**config.mk**
```make
export PLATFORM = sky130hd
export DESIGN_NAME = sram_row_ctrl
export DESIGN_NICKNAME = d
export VERILOG_FILES = /design/src/rtl/sram_row_ctrl.sv
export SDC_FILE = /design/constraint.sdc
export NUM_CORES = 1
export LEC_CHECK = 0
export ABC_AREA = 0
export BUFFER_PORTS_ARGS = -buffer_cell sky130_fd_sc_hd__buf_4
export CAP_MARGIN = 30
export CORE_MARGIN = 4
export CORE_UTILIZATION = 35
export DETAILED_ROUTE_END_ITERATION = 7
export GPL_ROUTABILITY_DRIVEN = 0
export SYNTH_ARGS = -nofsm -noshare
export SYNTH_HDL_FRONTEND = slang
export SYNTH_SLANG_ARGS = --single-unit
```
**constraint.sdc**
```tcl
create_clock -name clk -period 3.1 [get_ports clk]
set_input_delay 0.93 -clock clk [delete_from_list [all_inputs] [get_ports clk]]
set_output_delay 0.93 -clock clk [all_outputs]
set_load 0.005 [all_outputs]
```
**src/rtl/sram_row_ctrl.sv**
```systemverilog
// ============================================================================
// Module  : sram_row_ctrl
// Purpose : Request sequencer for a ROWS x WIDTH latch-based SRAM bitcell array.
// Revision: 1.0 - initial release
// ============================================================================
`default_nettype none

module sram_row_ctrl #(
    parameter int WIDTH     = 8,
    parameter int AW        = 2,
    parameter int WR_CYCLES = 2,
    parameter int RD_CYCLES = 1
) (
    input  logic                      clk,
    input  logic                      rst_n,
    input  logic                      req,
    input  logic                      we,
    input  logic [AW-1:0]             addr,
    input  logic [WIDTH-1:0]          wdata,
    output logic                      busy,
    output logic                      ack,
    output logic [WIDTH-1:0]          rdata,
    output logic                      cell_r_w,
    output logic [(2**AW)-1:0]        cell_sel,
    output logic [WIDTH-1:0]          cell_in,
    input  logic [(2**AW)*WIDTH-1:0]  cell_out
);

    localparam int ROWS    = 2**AW;
    localparam int WR_N    = (WR_CYCLES < 1) ? 1 : WR_CYCLES;
    localparam int RD_N    = (RD_CYCLES < 1) ? 1 : RD_CYCLES;
    localparam int CNT_MAX = (WR_N > RD_N) ? WR_N : RD_N;
    localparam int CW      = $clog2(CNT_MAX + 1);

    localparam logic [CW-1:0] WR_LOAD = CW'(WR_N - 1);
    localparam logic [CW-1:0] RD_LOAD = CW'(RD_N - 1);

    localparam logic [2:0] S_IDLE    = 3'd0;
    localparam logic [2:0] S_W_SETUP = 3'd1;
    localparam logic [2:0] S_W_PULSE = 3'd2;
    localparam logic [2:0] S_W_HOLD  = 3'd3;
    localparam logic [2:0] S_R_PULSE = 3'd4;
    localparam logic [2:0] S_DONE    = 3'd5;

    logic [2:0]       state_q,    state_d;
    logic [CW-1:0]    cnt_q,      cnt_d;
    logic [AW-1:0]    addr_q,     addr_d;
    logic [WIDTH-1:0] rdata_q,    rdata_d;
    logic             busy_q,     busy_d;
    logic             ack_q,      ack_d;
    logic             cell_r_w_q, cell_r_w_d;
    logic [ROWS-1:0]  cell_sel_q, cell_sel_d;
    logic [WIDTH-1:0] cell_in_q,  cell_in_d;

    logic [WIDTH-1:0] row_data [ROWS];
    logic [WIDTH-1:0] sel_row_data;
    logic [ROWS-1:0]  req_onehot;
    logic [ROWS-1:0]  addr_onehot;

    for (genvar r = 0; r < ROWS; r++) begin : g_row
        assign row_data[r] = cell_out[r*WIDTH +: WIDTH];
    end

    assign sel_row_data = row_data[addr_q];
    assign req_onehot   = ROWS'(1) << addr;
    assign addr_onehot  = ROWS'(1) << addr_q;

    // Every output flop is loaded with its next-state value, so the cell
    // lines change only on clock edges and never combinationally from the host.
    always_comb begin
        state_d    = state_q;
        cnt_d      = cnt_q;
        addr_d     = addr_q;
        rdata_d    = rdata_q;
        busy_d     = busy_q;
        ack_d      = 1'b0;
        cell_r_w_d = cell_r_w_q;
        cell_sel_d = cell_sel_q;
        cell_in_d  = cell_in_q;

        case (state_q)
            S_IDLE: begin
                if (req) begin
                    addr_d = addr;
                    busy_d = 1'b1;
                    if (we) begin
                        state_d    = S_W_SETUP;
                        cell_r_w_d = 1'b1;
                        cell_in_d  = wdata;
                        cell_sel_d = '0;
                    end else begin
                        state_d    = S_R_PULSE;
                        cnt_d      = RD_LOAD;
                        cell_r_w_d = 1'b0;
                        cell_sel_d = req_onehot;
                    end
                end
            end
            S_W_SETUP: begin
                state_d    = S_W_PULSE;
                cnt_d      = WR_LOAD;
                cell_sel_d = addr_onehot;
            end
            S_W_PULSE: begin
                if (cnt_q == '0) begin
                    state_d    = S_W_HOLD;
                    cell_sel_d = '0;
                end else begin
                    cnt_d = cnt_q - CW'(1);
                end
            end
            S_W_HOLD: begin
                state_d    = S_DONE;
                cell_r_w_d = 1'b0;
                ack_d      = 1'b1;
            end
            S_R_PULSE: begin
                if (cnt_q == '0) begin
                    state_d    = S_DONE;
                    cell_sel_d = '0;
                    // cells drive an active-low output
                    rdata_d    = ~sel_row_data;
                    ack_d      = 1'b1;
                end else begin
                    cnt_d = cnt_q - CW'(1);
                end
            end
            S_DONE: begin
                state_d = S_IDLE;
                busy_d  = 1'b0;
            end
            default: begin
                state_d    = S_IDLE;
                busy_d     = 1'b0;
                cell_sel_d = '0;
                cell_r_w_d = 1'b0;
            end
        endcase
    end

    always_ff @(posedge clk or negedge rst_n) begin
        if (!rst_n) begin
            state_q    <= S_IDLE;
            cnt_q      <= '0;
            addr_q     <= '0;
            rdata_q    <= '0;
            busy_q     <= 1'b0;
            ack_q      <= 1'b0;
            cell_r_w_q <= 1'b0;
            cell_sel_q <= '0;
            cell_in_q  <= '0;
        end else begin
            state_q    <= state_d;
            cnt_q      <= cnt_d;
            addr_q     <= addr_d;
            rdata_q    <= rdata_d;
            busy_q     <= busy_d;
            ack_q      <= ack_d;
            cell_r_w_q <= cell_r_w_d;
            cell_sel_q <= cell_sel_d;
            cell_in_q  <= cell_in_d;
        end
    end

    assign busy     = busy_q;
    assign ack      = ack_q;
    assign rdata    = rdata_q;
    assign cell_r_w = cell_r_w_q;
    assign cell_sel = cell_sel_q;
    assign cell_in  = cell_in_q;

endmodule

`default_nettype wire

```
**Word level (Yosys, flattened, before mapping)**

Cells that the tools add are included.

- Add/subtract/negate cells: 1
- Order comparisons: 1
- Equal/unequal tests: 11
- Shift operators: 2
- Multiplexer cells: 23
- Bitwise operators: 5
- Reduce and logical (&&, ||, !) cells: 15

Operators by type and width:

| operator | count |
|---|---|
| binary-select mux 8 bit (select 2 bit) | 1 |
| 2-to-1 mux 8 bit | 2 |
| one-hot mux 4 bit (4 select lines) | 1 |
| one-hot mux 3 bit (5 select lines) | 1 |
| 2-to-1 mux 3 bit | 4 |
| 2-to-1 mux 4 bit | 3 |
| inequality test 2 bit (second input constant) | 5 |
| AND reduction 3 bit | 3 |
| inverter 8 bit | 1 |
| AND reduction 2 bit | 4 |
| OR reduction 4 bit | 2 |
| << shifter 1 x 2 -> 4 bit (first input constant) | 2 |
| == test 3 x 2 -> 1 bit (second input constant) | 2 |
| == test 3 bit (second input constant) | 2 |
| 2-to-1 mux 2 bit | 3 |
| one-hot mux 1 bit (2 select lines) | 3 |
| one-hot mux 2 bit (3 select lines) | 1 |
| 2-to-1 mux 1 bit | 4 |
| AND reduction 4 bit | 1 |
| OR reduction 2 bit | 2 |
| == test 3 x 1 -> 1 bit (second input constant) | 1 |
| greater-or-equal comparator 3 bit (second input constant) | 1 |
| zero test 3 bit | 1 |
| inverter 1 bit | 3 |
| other kinds (5) | 5 |

- Flip-flop bits (word level): 30
- Input port bits: 46
- Output and inout bits: 23
- Logic and storage cells: 67

**Logic depth before layout (Yosys ltp)**

Gate-level depths: netlist of run 1.

- Word-level depth: 5
- Gate-level depth with buffers: 7
- Depth with buffers taken out: 6

**Worst setup path after synthesis of run 1**

No wires, ideal clock.

- Kind: input-to-reg
- Start point: in req
- End point: reg cnt_q[0]
- Library setup time: 0.128 ns
- Arrival: 1.573 ns
- Required time: 2.972 ns
- Path slack: 1.400 ns
- Stages: 4
- Path buffers: 0
- Cell sequence: nor2b_1 -> o21ai_2 -> o21ai_1 -> mux2_1

- Word-level cells in the longest chain between the ends: 2

Ends and longest elaborated chain:

| what | RTL line | source |
|---|---|---|
| start, declared | 16 | `input logic req,` |
| inequality test 2 bit (no source line) | -- |  |
| AND reduction 4 bit (no source line) | -- |  |
| end signal, assigned | 154 | `cnt_q <= cnt_d;` |
| end, declared | 46 | `logic [CW-1:0] cnt_q, cnt_d;` |

No other way between the ends.
A chain may end at the register's enable or synchronous reset.

**Final worst setup path of run 1**

- Start point: reg state_q[2]
- End point: reg rdata_q[4], in the netlist rdata[4]

- Word-level cells in the longest chain between the ends: 2

Ends and longest elaborated chain:

| what | RTL line | source |
|---|---|---|
| start, declared | 45 | `logic [2:0] state_q, state_d;` |
| start signal, assigned | 153 | `state_q <= state_d;` |
| == test 3 bit | 81 | `case (state_q)` |
| AND reduction 2 bit (no source line) | -- |  |
| end signal, assigned | 156 | `rdata_q <= rdata_d;` |
| end, declared | 48 | `logic [WIDTH-1:0] rdata_q, rdata_d;` |

No other way between the ends.

==> impl_table.tex, run 1 <==
\begin{tabular}{lr}
\hline
Metric & Value \\
\hline
\multicolumn{2}{l}{\textbf{Outcome}} \\
\quad Run status & finished clean \\
\multicolumn{2}{l}{\textbf{Global routing}} \\
\quad Leftover overflow at the end of global routing & 0 \\
\quad Busiest grt layer & met2 \\
\quad Via count of the first global-routing pass & between 1000 and 1500 \\
\quad Met2 Use GR & approximately 25\% \\
\quad Number of antenna violations at the first check in global routing & 0 \\
\quad Met3 track demand over resource & between 5 and 6\% \\
\quad First-pass GRT wire length & 6.13 mm \\
\quad Largest net degree at the start of global routing & 31 \\
\quad Overall Global Routing Usage & between 10\% and 20\% \\
\quad M1 GR Usage & roughly 17\% \\
\multicolumn{2}{l}{\textbf{STA}} \\
\quad Final Max Tran Viols & 0 \\
\quad Final worst path period share & 60.4\% \\
\quad Slew of the pin with the lowest slew margin & 0.911 ns \\
\quad Highest clock frequency the design can meet & between 500 and 600 MHz \\
\quad Worst clock skew & 0.00397 ns \\
\quad Final Setup Violations & 0 \\
\quad Setup tns final & 0 ns \\
\quad Post-route minimum period & $\sim$1.9 ns \\
\quad Final hold vios & 0 \\
\quad RSZ-0062 raised after global routing & no \\
\quad Relative max-transition margin & 38.9\% \\
\multicolumn{2}{l}{\textbf{Die}} \\
\quad Die W & roughly 75 µm \\
\quad Initial standard-cell utilization of the core & 37.4\% \\
\quad Site Rows & 23 \\
\quad Placeable core area & between 4000 and 5000 µm² \\
\quad Vert. Die Dim & around 75 µm \\
\quad I/O pins & 69 \\
\quad Full die area & between 5000 and 6000 µm² \\
\multicolumn{2}{l}{\textbf{Layout}} \\
\quad Count of fill cells added during filler insertion & 388 \\
\quad Antenna cell count & 0 \\
\quad Number of nets in the finished design & roughly 250 \\
\quad Design area & 2180 µm² \\
\quad Fraction of layout instances using a drive strength above 1 & 48.8\% \\
\quad Sequential cell area & around 750 µm² \\
\quad Growth of design area from synthesis to finish & 40.4\% \\
\quad Area occupied by multi-input gates & around 740 µm² \\
\multicolumn{2}{l}{\textbf{Logic synthesis}} \\
\quad Area share of the largest cell type after synthesis & 48.4\% \\
\quad Number of enable-type register cells in the synthesized netlist & 0 \\
\quad Cell count after synthesis & 132 \\
\quad Post-synthesis sequential area ratio & a little under 50\% \\
\quad Top cell type by total area after synthesis & dfrtp\_1 \\
\quad Synthesized area divided by synthesized cell count & 11.7 µm² \\
\quad Leading cell types by total area after synthesis & dfrtp\_1 48\%, mux4\_2 12\%, mux2\_2 6.5\% \\
\quad Area of the mapped netlist & around 1600 µm² \\
\quad Number of synthesized register bits & 30 \\
\quad Number of distinct library cell variants in the gate-level netlist after synthesis & 35 \\
\quad Post-Syn Nets & between 150 and 200 \\
\quad Share of async-settable or async-resettable flops after synthesis & 100\% \\
\quad Predominant post-synthesis flop cell & dfrtp\_1 \\
\quad Synth warn & 0 \\
\multicolumn{2}{l}{\textbf{Clock network}} \\
\quad TritonCTS clock tree & yes \\
\quad Total clock buffers created by CTS & 5 \\
\quad Post-CTS repair timing setup buffer count & 0 \\
\quad Max H-tree Level & 2 \\
\quad Root buffer cell & clkbuf\_8 \\
\quad Post\_cts resized & 0 \\
\quad Buffer depth of the longest clock path & 2 \\
\quad Register clock-pin slew on the reported worst setup and hold paths & 0.06 ns \\
\quad Post-CTS Hold Buffers & 0 \\
\quad CTS sink count & 30 \\
\quad Worst-skew pair later-pin latency & 0.28 ns \\
\multicolumn{2}{l}{\textbf{Run}} \\
\quad Number of maximum-capacitance constraint violations & 0 \\
\multicolumn{2}{l}{\textbf{Detailed routing}} \\
\quad Number of DRC markers after the initial detailed-route iteration & 39 \\
\quad Count of TritonRoute iterations in the first routing pass & 4 \\
\quad Via count & about 1300 \\
\quad Wire length after detailed routing & approximately 3.8 mm \\
\quad Number of nets still failing antenna checks after routing & 0 \\
\quad Post-route DRC & 0 \\
\quad Vias per cell & approximately 5.0 \\
\quad Routed WL per cell & between 15 and 20 µm \\
\multicolumn{2}{l}{\textbf{Critical path}} \\
\quad Worst path arrival time & between 1.5 and 2 ns \\
\quad Worst reg2reg path depth & 3 \\
\quad Critical path data required time & 3.21 ns \\
\quad Classification of the worst setup path & register to register \\
\quad Biggest fanout along the worst timing path & 17 \\
\quad Kind of start point of the critical path & register \\
\quad Peak per-stage delay on the critical path & $\sim$0.7 ns \\
\quad Cell breakdown of the critical path & nand2\_1 > nor3\_2 > a21oi\_1 \\
\quad Slowest stage cell on the critical path & nor3\_2 \\
\quad Type of element capturing the critical path & register \\
\multicolumn{2}{l}{\textbf{Place}} \\
\quad DP HPWL & around 2.9 mm \\
\quad Area post-placement & 2090 µm² \\
\quad Number of input and output port buffers inserted & 68 \\
\multicolumn{2}{l}{\textbf{Power}} \\
\quad Clock power share & around 17\% \\
\quad NetSw & 0.673 mW \\
\quad Power density of the placed cells & 879 nW/µm² \\
\quad Relative contribution of combinational cells to total power & 43.3\% \\
\quad Peak supply drop & between 0.0003 and 0.0004 V \\
\quad Sequential fraction of design power & between 40\% and 50\% \\
\quad Proportion of total power due to net switching & about a third \\
\quad Cell leakage power & 1.01 nW \\
\quad Internal Power & approximately 1.2 mW \\
\multicolumn{2}{l}{\textbf{Hold path}} \\
\quad Hold path depth & 1 \\
\quad HP Class & register to register \\
\hline
\end{tabular}
-- power by group through the flow --
stage	logic, mW	clock network [mW]	registers [mW]
floorplan	0.584	0	0.677
global placement	0.816	0	0.768
detailed placement	0.840	0	0.778
CTS	0.841	0.331	0.775
global route	0.922	0.349	0.804
finish	0.828	0.316	0.770
-- logic make-up (layout without fill, tap and decap cells) --
group / Yosys count / after routing / synth area share (%)
AOI/OAI and AO/OA: 36 / 36 / 14.9
and+or+nand+nor: 32 / 32 / 11.8
DFF: 30 / 30 / 48.4
muxes: 18 / 18 / 18.9
buffers and inverters: 13 / 82 / 3.87
adders and majority gates: 2 / 2 / 1.61
xor gates and xnor gates: 1 / 1 / 0.565
-- worst max-delay path: cells and delay by family (launching register included) --
family / cells / cell delay [ns]
AOI/OAI and AO/OA: 1 / 0.17
DFF: 1 / 0.64
and+or+nand+nor: 2 / 0.89
-- path summary, 6_finish.rpt --
kind | slack, ns | start | endpoint
max in group asynchronous | 2.24 | rst_n | rdata[4]
min in group asynchronous | 0.58 | rst_n | cnt_q[1]
worst max-delay path | 1.23 | state_q[2] | rdata[4]
worst min-delay path | 0.50 | cell_sel[2] | cell_sel[2]
worst min register to register | 0.50 | cell_sel[2] | cell_sel[2]
worst max register to register | 1.23 | state_q[2] | rdata[4]
-- layer usage --
metal  vias to the layer above  part of all wire [%]  wire (µm)
li1                        614                     -          -
met1                       593                    39       1500
met2                        48                    52       1980
met3                         5                   7.4        281
met4                         0                   1.5         59
met5                         -                     0          0
-- stage by stage --
stage | cells | hold WS [ns] | setup WS (ns) | power (mW) | util [%]
3_3_place_gp | 243 | 0.481 | 1.22 | 1.58 | 50.3
3_5_place_dp | 243 | 0.477 | 1.16 | 1.62 | 50.3
2_1_floorplan | 132 | 0.479 | 1.40 | 1.26 | -
4_1_cts | 251 | 0.502 | 1.21 | 1.95 | 52.5
6_report | 251 | 0.495 | 1.23 | 1.91 | 52.5
5_1_grt | 251 | 0.523 | 0.946 | 2.08 | 52.5
-- cell usage after synthesis, drive strengths merged, types with 2 or more instances --
cell type and number:
dfrtp 30, o21ai 12, a21oi 11, nor2 11, mux2 10, mux4 8
inv 6, buf 5, nand2 5, nand2b 5, nor2b 4, o2bb2ai 4
nor3 3, a22oi 2, a32oi 2, clkbuf 2, ha 2
-- final cells by class --
cell class	instances	area share, %
clock inverter	1	0.230
clock buffer	7	3.97
tap	50	2.87
inverter	6	1.03
multi-input combinational	89	34.0
timing repair buffer	68	23.4
sequential	30	34.5
-- flip-flops by register name, summed over array words and instances (netlist names) --
register	count
ack	1
addr_q	2
busy	1
cell_in	8
cell_r_w	1
cell_sel	4
cnt_q	2
rdata	8
state_q	3
-- cell usage in the layout (no fill, tap or decap), drive strengths merged, types with 6 or more instances in the layout --
master,Yosys,layout
a21oi,11,11
buf,5,68
clkbuf,2,7
dfrtp,30,30
inv,6,6
mux2,10,10
mux4,8,8
nor2,11,11
o21ai,12,12
Note: power is estimated with default switching activity, not from simulation.
==> run 2: changes to the inputs <==
- ABC_AREA: 0 -> 1
- clock period: 3.1 -> 1.5 ns (I/O delays scaled with it)
==> run 2 against run 1 <==
Against the previous run: via count up 36%; design area up 14%; area after synthesis up 16%; synthesized cell count up 92%; clock skew up 0.0026 ns; wire length up 11%; power up 130%; non-clock buffer count up 3; sequential power up 87%; flip-flop and latch count unchanged; clock power up 110%; critical path type unchanged.
==> impl_table.tex, run 2 <==
\begin{tabular}{lr}
\hline
Metric & Value \\
\hline
\multicolumn{2}{l}{\textbf{Die}} \\
\quad Site Rows & 25 (+8.7\%) \\
\quad I/O pins & 69 (unchanged) \\
\quad Full die area & 6340 µm² (+14\%) \\
\quad Placeable core area & 4850 µm² (+17\%) \\
\quad Vert. Die Dim & 79.7 µm (+6.8\%) \\
\quad Die W & 79.7 µm (+6.8\%) \\
\quad Initial standard-cell utilization of the core & 37.1\% (-0.35 points) \\
\multicolumn{2}{l}{\textbf{Hold path}} \\
\quad HP Class & input pin to async pin \\
\multicolumn{2}{l}{\textbf{Critical path}} \\
\quad Worst path arrival time & 1.53 ns (-0.45 ns) \\
\quad Cell breakdown of the critical path & inv\_1 > nand2\_1 > nor2\_1 > inv\_1 > nand3\_1 > o21ai\_0 \\
\quad RR Endpoint & state\_q[2] \\
\quad Worst reg2reg path depth & 6 (+3) \\
\quad Classification of the worst setup path & register to register \\
\quad Type of element capturing the critical path & register \\
\quad Critical path data required time & 1.66 ns (-1.55 ns) \\
\quad Peak per-stage delay on the critical path & 0.48 ns (-0.24 ns) \\
\quad Worst setup slack for register-to-register paths & 0.13 ns (-1.10 ns) \\
\quad Slowest stage cell on the critical path & dfrtp\_1 \\
\quad CP most frequent cell & inv\_1 \\
\quad Startpoint of the most critical register-to-register path & state\_q[2] \\
\quad Biggest fanout along the worst timing path & 8 (-9) \\
\quad Kind of start point of the critical path & register \\
\multicolumn{2}{l}{\textbf{Detailed routing}} \\
\quad Count of TritonRoute iterations in the first routing pass & 4 (unchanged) \\
\quad Number of nets still failing antenna checks after routing & 0 (unchanged) \\
\quad Number of DRC markers after the initial detailed-route iteration & 81 (+110\%) \\
\quad Routed WL per cell & 10.7 µm (-30\%) \\
\quad Vias per cell & 4.33 (-14\%) \\
\quad Post-route DRC & 0 (unchanged) \\
\quad Via count & 1716 (+36\%) \\
\quad Wire length after detailed routing & 4.24 mm (+11\%) \\
\multicolumn{2}{l}{\textbf{Logic synthesis}} \\
\quad Share of async-settable or async-resettable flops after synthesis & 100\% (unchanged) \\
\quad Number of enable-type register cells in the synthesized netlist & 0 (unchanged) \\
\quad Number of distinct library cell variants in the gate-level netlist after synthesis & 19 (-46\%) \\
\quad Area of the mapped netlist & 1800 µm² (+16\%) \\
\quad Synthesized area divided by synthesized cell count & 7.07 µm² (-40\%) \\
\quad Leading cell types by total area after synthesis & dfrtp\_1 42\%, nand2\_1 20\%, inv\_1 9.6\% \\
\quad Cell count after synthesis & 254 (+92\%) \\
\quad Top cell type by total area after synthesis & dfrtp\_1 \\
\quad Area share of the largest cell type after synthesis & 41.8\% (-6.6 points) \\
\quad Number of synthesized register bits & 30 (unchanged) \\
\quad Predominant post-synthesis flop cell & dfrtp\_1 \\
\quad Post-synthesis sequential area ratio & 41.8\% (-6.6 points) \\
\quad Count leader, synth & nand2\_1 \\
\quad Post-Syn Nets & 302 (+68\%) \\
\quad Synth warn & 0 (unchanged) \\
\quad Ranking of synthesized cells by instance count & 97 x nand2\_1, 46 x inv\_1, 30 x dfrtp\_1 \\
\multicolumn{2}{l}{\textbf{Layout}} \\
\quad Growth of design area from synthesis to finish & 37.9\% \\
\quad Highest-count cells in the layout ignoring fill and taps & 97 x nand2\_1, 71 x buf\_4, 46 x inv\_1 \\
\quad Fraction of layout instances using a drive strength above 1 & 31.9\% (-17 points) \\
\quad Number of nets in the finished design & 376 (+52\%) \\
\quad Count of fill cells added during filler insertion & 505 (+30\%) \\
\quad Commonest non-fill, non-tap cell in the layout & nand2\_1 \\
\quad Antenna cell count & 0 (unchanged) \\
\quad Filler-free cell count of the finished design & 396 (+58\%) \\
\multicolumn{2}{l}{\textbf{STA}} \\
\quad RSZ-0062 raised after global routing & no \\
\quad Final Setup Violations & 0 (unchanged) \\
\quad Setup tns final & 0 ns (unchanged) \\
\quad Relative max-transition margin & 72.5\% (+34 points) \\
\quad Final hold vios & 0 (unchanged) \\
\quad Final worst path period share & 91.1\% (+31 points) \\
\quad Final Max Tran Viols & 0 (unchanged) \\
\quad Highest clock frequency the design can meet & 732 MHz (+37\%) \\
\quad Worst clock skew & 0.00655 ns (+0.00259 ns) \\
\quad Post-route minimum period & 1.37 ns (-0.505 ns) \\
\quad Slew of the pin with the lowest slew margin & 0.411 ns (-0.500 ns) \\
\multicolumn{2}{l}{\textbf{Run}} \\
\quad Number of maximum-capacitance constraint violations & 0 (unchanged) \\
\multicolumn{2}{l}{\textbf{Power}} \\
\quad Cell leakage power & 1.43 nW (+42\%) \\
\quad Relative contribution of combinational cells to total power & 52.0\% (+8.7 points) \\
\quad Internal Power & 2.56 mW (+110\%) \\
\quad Sequential fraction of design power & 32.8\% (-7.4 points) \\
\quad Clock power share & 15.2\% (-1.3 points) \\
\quad NetSw & 1.85 mW (+170\%) \\
\quad Power density of the placed cells & 1780 nW/µm² (+100\%) \\
\quad Proportion of total power due to net switching & 41.9\% (+6.8 points) \\
\quad Peak supply drop & 0.000622 V (+56\%) \\
\multicolumn{2}{l}{\textbf{Clock network}} \\
\quad Total clock buffers created by CTS & 5 (unchanged) \\
\quad Worst-skew pair later-pin latency & 0.28 ns (about the same) \\
\quad Post-CTS Hold Buffers & 0 (unchanged) \\
\quad Buffer depth of the longest clock path & 2 (unchanged) \\
\quad Post\_cts resized & 0 (unchanged) \\
\quad Post-CTS repair timing setup buffer count & 0 (unchanged) \\
\quad TritonCTS clock tree & yes \\
\quad Register clock-pin slew on the reported worst setup and hold paths & 0.07 ns (about the same) \\
\quad CTS sink count & 30 (unchanged) \\
\quad Max H-tree Level & 2 (unchanged) \\
\quad Root buffer cell & clkbuf\_8 \\
\multicolumn{2}{l}{\textbf{Global routing}} \\
\quad Overall Global Routing Usage & 14.4\% (-0.34 points) \\
\quad Via count of the first global-routing pass & 1653 (+19\%) \\
\quad Leftover overflow at the end of global routing & 0 (unchanged) \\
\quad Number of antenna violations at the first check in global routing & 0 (unchanged) \\
\quad First-pass GRT wire length & 7.15 mm (+17\%) \\
\quad Largest net degree at the start of global routing & 31 (unchanged) \\
\multicolumn{2}{l}{\textbf{Place}} \\
\quad DP HPWL & 3.45 mm (+18\%) \\
\quad Number of input and output port buffers inserted & 68 (unchanged) \\
\quad Cell total after placement & 388 (+60\%) \\
\multicolumn{2}{l}{\textbf{Outcome}} \\
\quad Run status & finished clean \\
\hline
\end{tabular}
## run 2: metrics by stage
stage	cell area [µm²]	power [mW]	util, %	setup WS (ns)	hold WS, ns
floorplan	1800	2.86	-	0.251	0.154
global placement	2380	3.78	49.1	0.0992	0.405
detailed placement	2380	3.79	49.1	0.151	0.404
CTS	2480	4.49	51.1	0.136	0.0929
global route	2480	4.87	51.1	0.00654	0.104
finish	2480	4.41	51.1	0.133	0.0787
## run 2: layer usage
layer  global-route usage [%]  vias up  share of wire, %
li1                         -      915                 -
met1                     17.2      752                42
met2                     24.2       43                51
met3                     4.29        6               5.9
met4                     5.67        0               1.5
met5                        0        -                 0
## run 2: logic make-up after synthesis
logic type,count (synthesis),synth area share (%)
AND/OR/NAND/NOR,145,36.4
adder cells (fa/ha/maj),2,1.39
flip-flops,30,41.8
buffers and inverters,52,11.8
AO/OA/AOI/OAI,25,8.64
## run 2: power by group through the flow
stage          Combinational [mW]  Sequential [mW]  Clock [mW]
2_1_floorplan                1.43             1.42           0
3_3_place_gp                 2.33             1.45           0
3_5_place_dp                 2.34             1.45           0
4_1_cts                      2.34             1.45       0.700
5_1_grt                      2.62             1.51       0.737
6_report                     2.29             1.44       0.672
## run 2: layout make-up
type                       instances  area, µm²  share of cell area (%)
multi-input combinational        172        835                    33.7
sequential                        30        751                    30.3
timing repair buffer              71        533                    21.5
inverter                          48        180                    7.27
tap                               67       83.8                    3.38
clock buffer                       6       82.6                    3.33
clock inverter                     2       12.5                   0.505
## run 2: worst max path at each step
stage	from	end	slack, ns	cells past startpoint
floorplan	cnt_q[0]	state_q[2]	0.25	7
global placement	state_q[2]	state_q[2]	0.1	6
detailed placement	state_q[2]	state_q[2]	0.15	6
CTS	state_q[2]	state_q[2]	0.14	6
global route	state_q[2]	cell_in[6]	0.007	6
finish	state_q[2]	state_q[2]	0.13	6
## run 2: critical path: cells and delay by family, from the launching register on
family	cells	cell delay (ns)
flops	1	0.48
simple gates	3	0.41
buf+inv	2	0.27
compound gates	1	0.08
==> run 3: changes to the inputs <==
- ABC_AREA: 1 -> not set
==> run 3 against run 2 <==
Against the previous run: clock skew shrank 0.0022 ns; first-iteration DRC count shrank 44%; hold slack gained 0.010 ns; cell count shrank 34%; largest cell class is now registers; highest routed layer unchanged; largest power group unchanged.
==> impl_table.tex, run 3 (same netlist as run 1, synthesis figures left out) <==
\begin{tabular}{lr}
\hline
Metric & Value \\
\hline
\multicolumn{2}{l}{\textbf{Outcome}} \\
\quad Run status & finished clean \\
\multicolumn{2}{l}{\textbf{Clock network}} \\
\quad Post-CTS repair timing setup buffer count & 0 (unchanged) \\
\quad Total clock buffers created by CTS & 5 (unchanged) \\
\quad Buffer depth of the longest clock path & 2 (unchanged) \\
\quad Worst-skew pair later-pin latency & 0.28 ns (about the same) \\
\quad CTS sink count & 30 (unchanged) \\
\quad Root buffer cell & clkbuf\_8 \\
\quad TritonCTS clock tree & yes \\
\quad Register clock-pin slew on the reported worst setup and hold paths & 0.06 ns (about the same) \\
\quad Max H-tree Level & 2 (unchanged) \\
\multicolumn{2}{l}{\textbf{STA}} \\
\quad Post-route minimum period & 1.41 ns (+0.0449 ns) \\
\quad Final worst path period share & 94.1\% (+3.0 points) \\
\quad Slew of the pin with the lowest slew margin & 0.417 ns (+0.00601 ns) \\
\quad RSZ-0062 raised after global routing & no \\
\quad Final Setup Violations & 0 (unchanged) \\
\quad Worst clock skew & 0.00434 ns (-0.00222 ns) \\
\quad Highest clock frequency the design can meet & 708 MHz (-3.2\%) \\
\quad Setup tns final & 0 ns (unchanged) \\
\quad Final hold vios & 0 (unchanged) \\
\quad Worst hold margin & 0.0889 ns (+0.0102 ns) \\
\quad Relative max-transition margin & 72.2\% (-0.37 points) \\
\quad Final Max Tran Viols & 0 (unchanged) \\
\quad Post-route setup slack & 0.0882 ns (-0.0449 ns) \\
\multicolumn{2}{l}{\textbf{Die}} \\
\quad Die W & 74.6 µm (-6.4\%) \\
\quad Placeable core area & 4140 µm² (-15\%) \\
\quad Initial standard-cell utilization of the core & 37.4\% (+0.35 points) \\
\quad Full die area & 5560 µm² (-12\%) \\
\quad I/O pins & 69 (unchanged) \\
\quad Vert. Die Dim & 74.6 µm (-6.4\%) \\
\quad Site Rows & 23 (-8.0\%) \\
\multicolumn{2}{l}{\textbf{Critical path}} \\
\quad Critical path data required time & 1.66 ns (about the same) \\
\quad Source of the critical timing path & state\_q[2] \\
\quad RR Endpoint & cell\_in[5] \\
\quad Worst path arrival time & 1.57 ns (+0.04 ns) \\
\quad Timing endpoint of the critical path & cell\_in[5] \\
\quad Worst reg2reg path depth & 4 (-2) \\
\quad Startpoint of the most critical register-to-register path & state\_q[2] \\
\quad Worst setup slack for register-to-register paths & 0.09 ns (-0.04 ns) \\
\quad Classification of the worst setup path & register to register \\
\quad Biggest fanout along the worst timing path & 9 (+1) \\
\quad Type of element capturing the critical path & register \\
\quad Kind of start point of the critical path & register \\
\multicolumn{2}{l}{\textbf{Place}} \\
\quad Area post-placement & 2170 µm² (-9.0\%) \\
\quad Number of input and output port buffers inserted & 68 (unchanged) \\
\quad Placement Setup Slack & 0.0476 ns (-0.103 ns) \\
\quad DP HPWL & 3.06 mm (-11\%) \\
\multicolumn{2}{l}{\textbf{Power}} \\
\quad Cell leakage power & 1.08 nW (-25\%) \\
\quad Power density of the placed cells & 1880 nW/µm² (+5.8\%) \\
\quad Peak supply drop & 0.000971 V (+56\%) \\
\multicolumn{2}{l}{\textbf{Detailed routing}} \\
\quad Vias per cell & 4.99 (+15\%) \\
\quad Number of DRC markers after the initial detailed-route iteration & 45 (-44\%) \\
\quad Post-route DRC & 0 (unchanged) \\
\quad Highest metal used & met4 \\
\quad Detailed route wirelength on metal2 & 1.99 mm (-7.2\%) \\
\quad Via count & 1312 (-24\%) \\
\quad Length of routed wiring on met1 & 1.52 mm (-15\%) \\
\quad Met3 routed WL & 300 µm (+20\%) \\
\quad Wire length after detailed routing & 3.87 mm (-8.7\%) \\
\quad Routed WL per cell & 14.7 µm (+37\%) \\
\quad Count of TritonRoute iterations in the first routing pass & 4 (unchanged) \\
\quad Number of nets still failing antenna checks after routing & 0 (unchanged) \\
\multicolumn{2}{l}{\textbf{Global routing}} \\
\quad Number of antenna violations at the first check in global routing & 0 (unchanged) \\
\quad Overall Global Routing Usage & 14.3\% (-0.15 points) \\
\quad Largest net degree at the start of global routing & 31 (unchanged) \\
\quad First-pass GRT wire length & 6.00 mm (-16\%) \\
\quad Via count of the first global-routing pass & 1380 (-17\%) \\
\quad Leftover overflow at the end of global routing & 0 (unchanged) \\
\multicolumn{2}{l}{\textbf{Layout}} \\
\quad Number of nets in the finished design & 260 (-31\%) \\
\quad Growth of design area from synthesis to finish & 48.3\% \\
\quad Design area & 2300 µm² (-7.2\%) \\
\quad Commonest non-fill, non-tap cell in the layout & buf\_4 \\
\quad Antenna cell count & 0 (unchanged) \\
\quad Fraction of layout instances using a drive strength above 1 & 53.5\% (+22 points) \\
\quad Highest-count cells in the layout ignoring fill and taps & 78 x buf\_4, 28 x dfrtp\_1, 11 x nor2\_1, 11 x a21oi\_1, 9 x mux2\_2 \\
\multicolumn{2}{l}{\textbf{Hold path}} \\
\quad HP Class & input pin to async pin \\
\multicolumn{2}{l}{\textbf{Run}} \\
\quad Number of maximum-capacitance constraint violations & 0 (unchanged) \\
\hline
\end{tabular}
run 3: routing by layer:
layer  track usage [%]  vias up
met4              6.13        0
met3              4.73        4
met2              23.6       40
met1              17.0      623
li1                  -      645
met5                 0        -
run 3: worst max-delay path, stage by stage, from the launching register on:
cell and delay, ns:
dfrtp_2 0.46, nand2b_4 0.17, nor3_4 0.19, nand2_2 0.18
mux2_2 0.31
run 3: where the power goes:
part | switching, mW | internal (mW)
Clock | 0.295 | 0.488
Combinational | 0.856 | 1.21
Sequential | 0.311 | 1.18
run 3: final cells by class:
| class | count | area [µm²] |
|---|---|---|
| clock buffers | 5 | 68.8 |
| well taps | 50 | 62.6 |
| fillers | 387 | 1840 |
| repair buffers | 80 | 604 |
| flip-flops and latches | 30 | 753 |
| clock inverters | 3 | 40.0 |
| multi-input cells | 89 | 748 |
| inverters | 6 | 22.5 |
run 3: timing repair:
item | 4_1_cts | 5_1_grt
endpoints found under the setup margin | 0 | 14
gates resized for setup | 0 | 7
hold buffers | 0 | 0
run 3: worst min path at each step:
| stage | from | to | slack (ns) | cells past startpoint |
|---|---|---|---|---|
| floorplan | rst_n | ack | 0.15 | 0 |
| global placement | rst_n | cnt_q[1] | 0.40 | 1 |
| detailed placement | rst_n | cnt_q[0] | 0.41 | 1 |
| CTS | rst_n | cell_sel[2] | 0.10 | 1 |
| global route | rst_n | cell_sel[2] | 0.12 | 1 |
| finish | rst_n | state_q[0] | 0.09 | 1 |
run 3: per-stage QoR:
step	util, %	power (mW)	std cells
2_1_floorplan	-	2.61	132
3_3_place_gp	52.3	3.47	254
3_5_place_dp	52.3	3.54	254
4_1_cts	55.0	4.34	262
5_1_grt	55.5	4.67	263
6_report	55.5	4.33	263
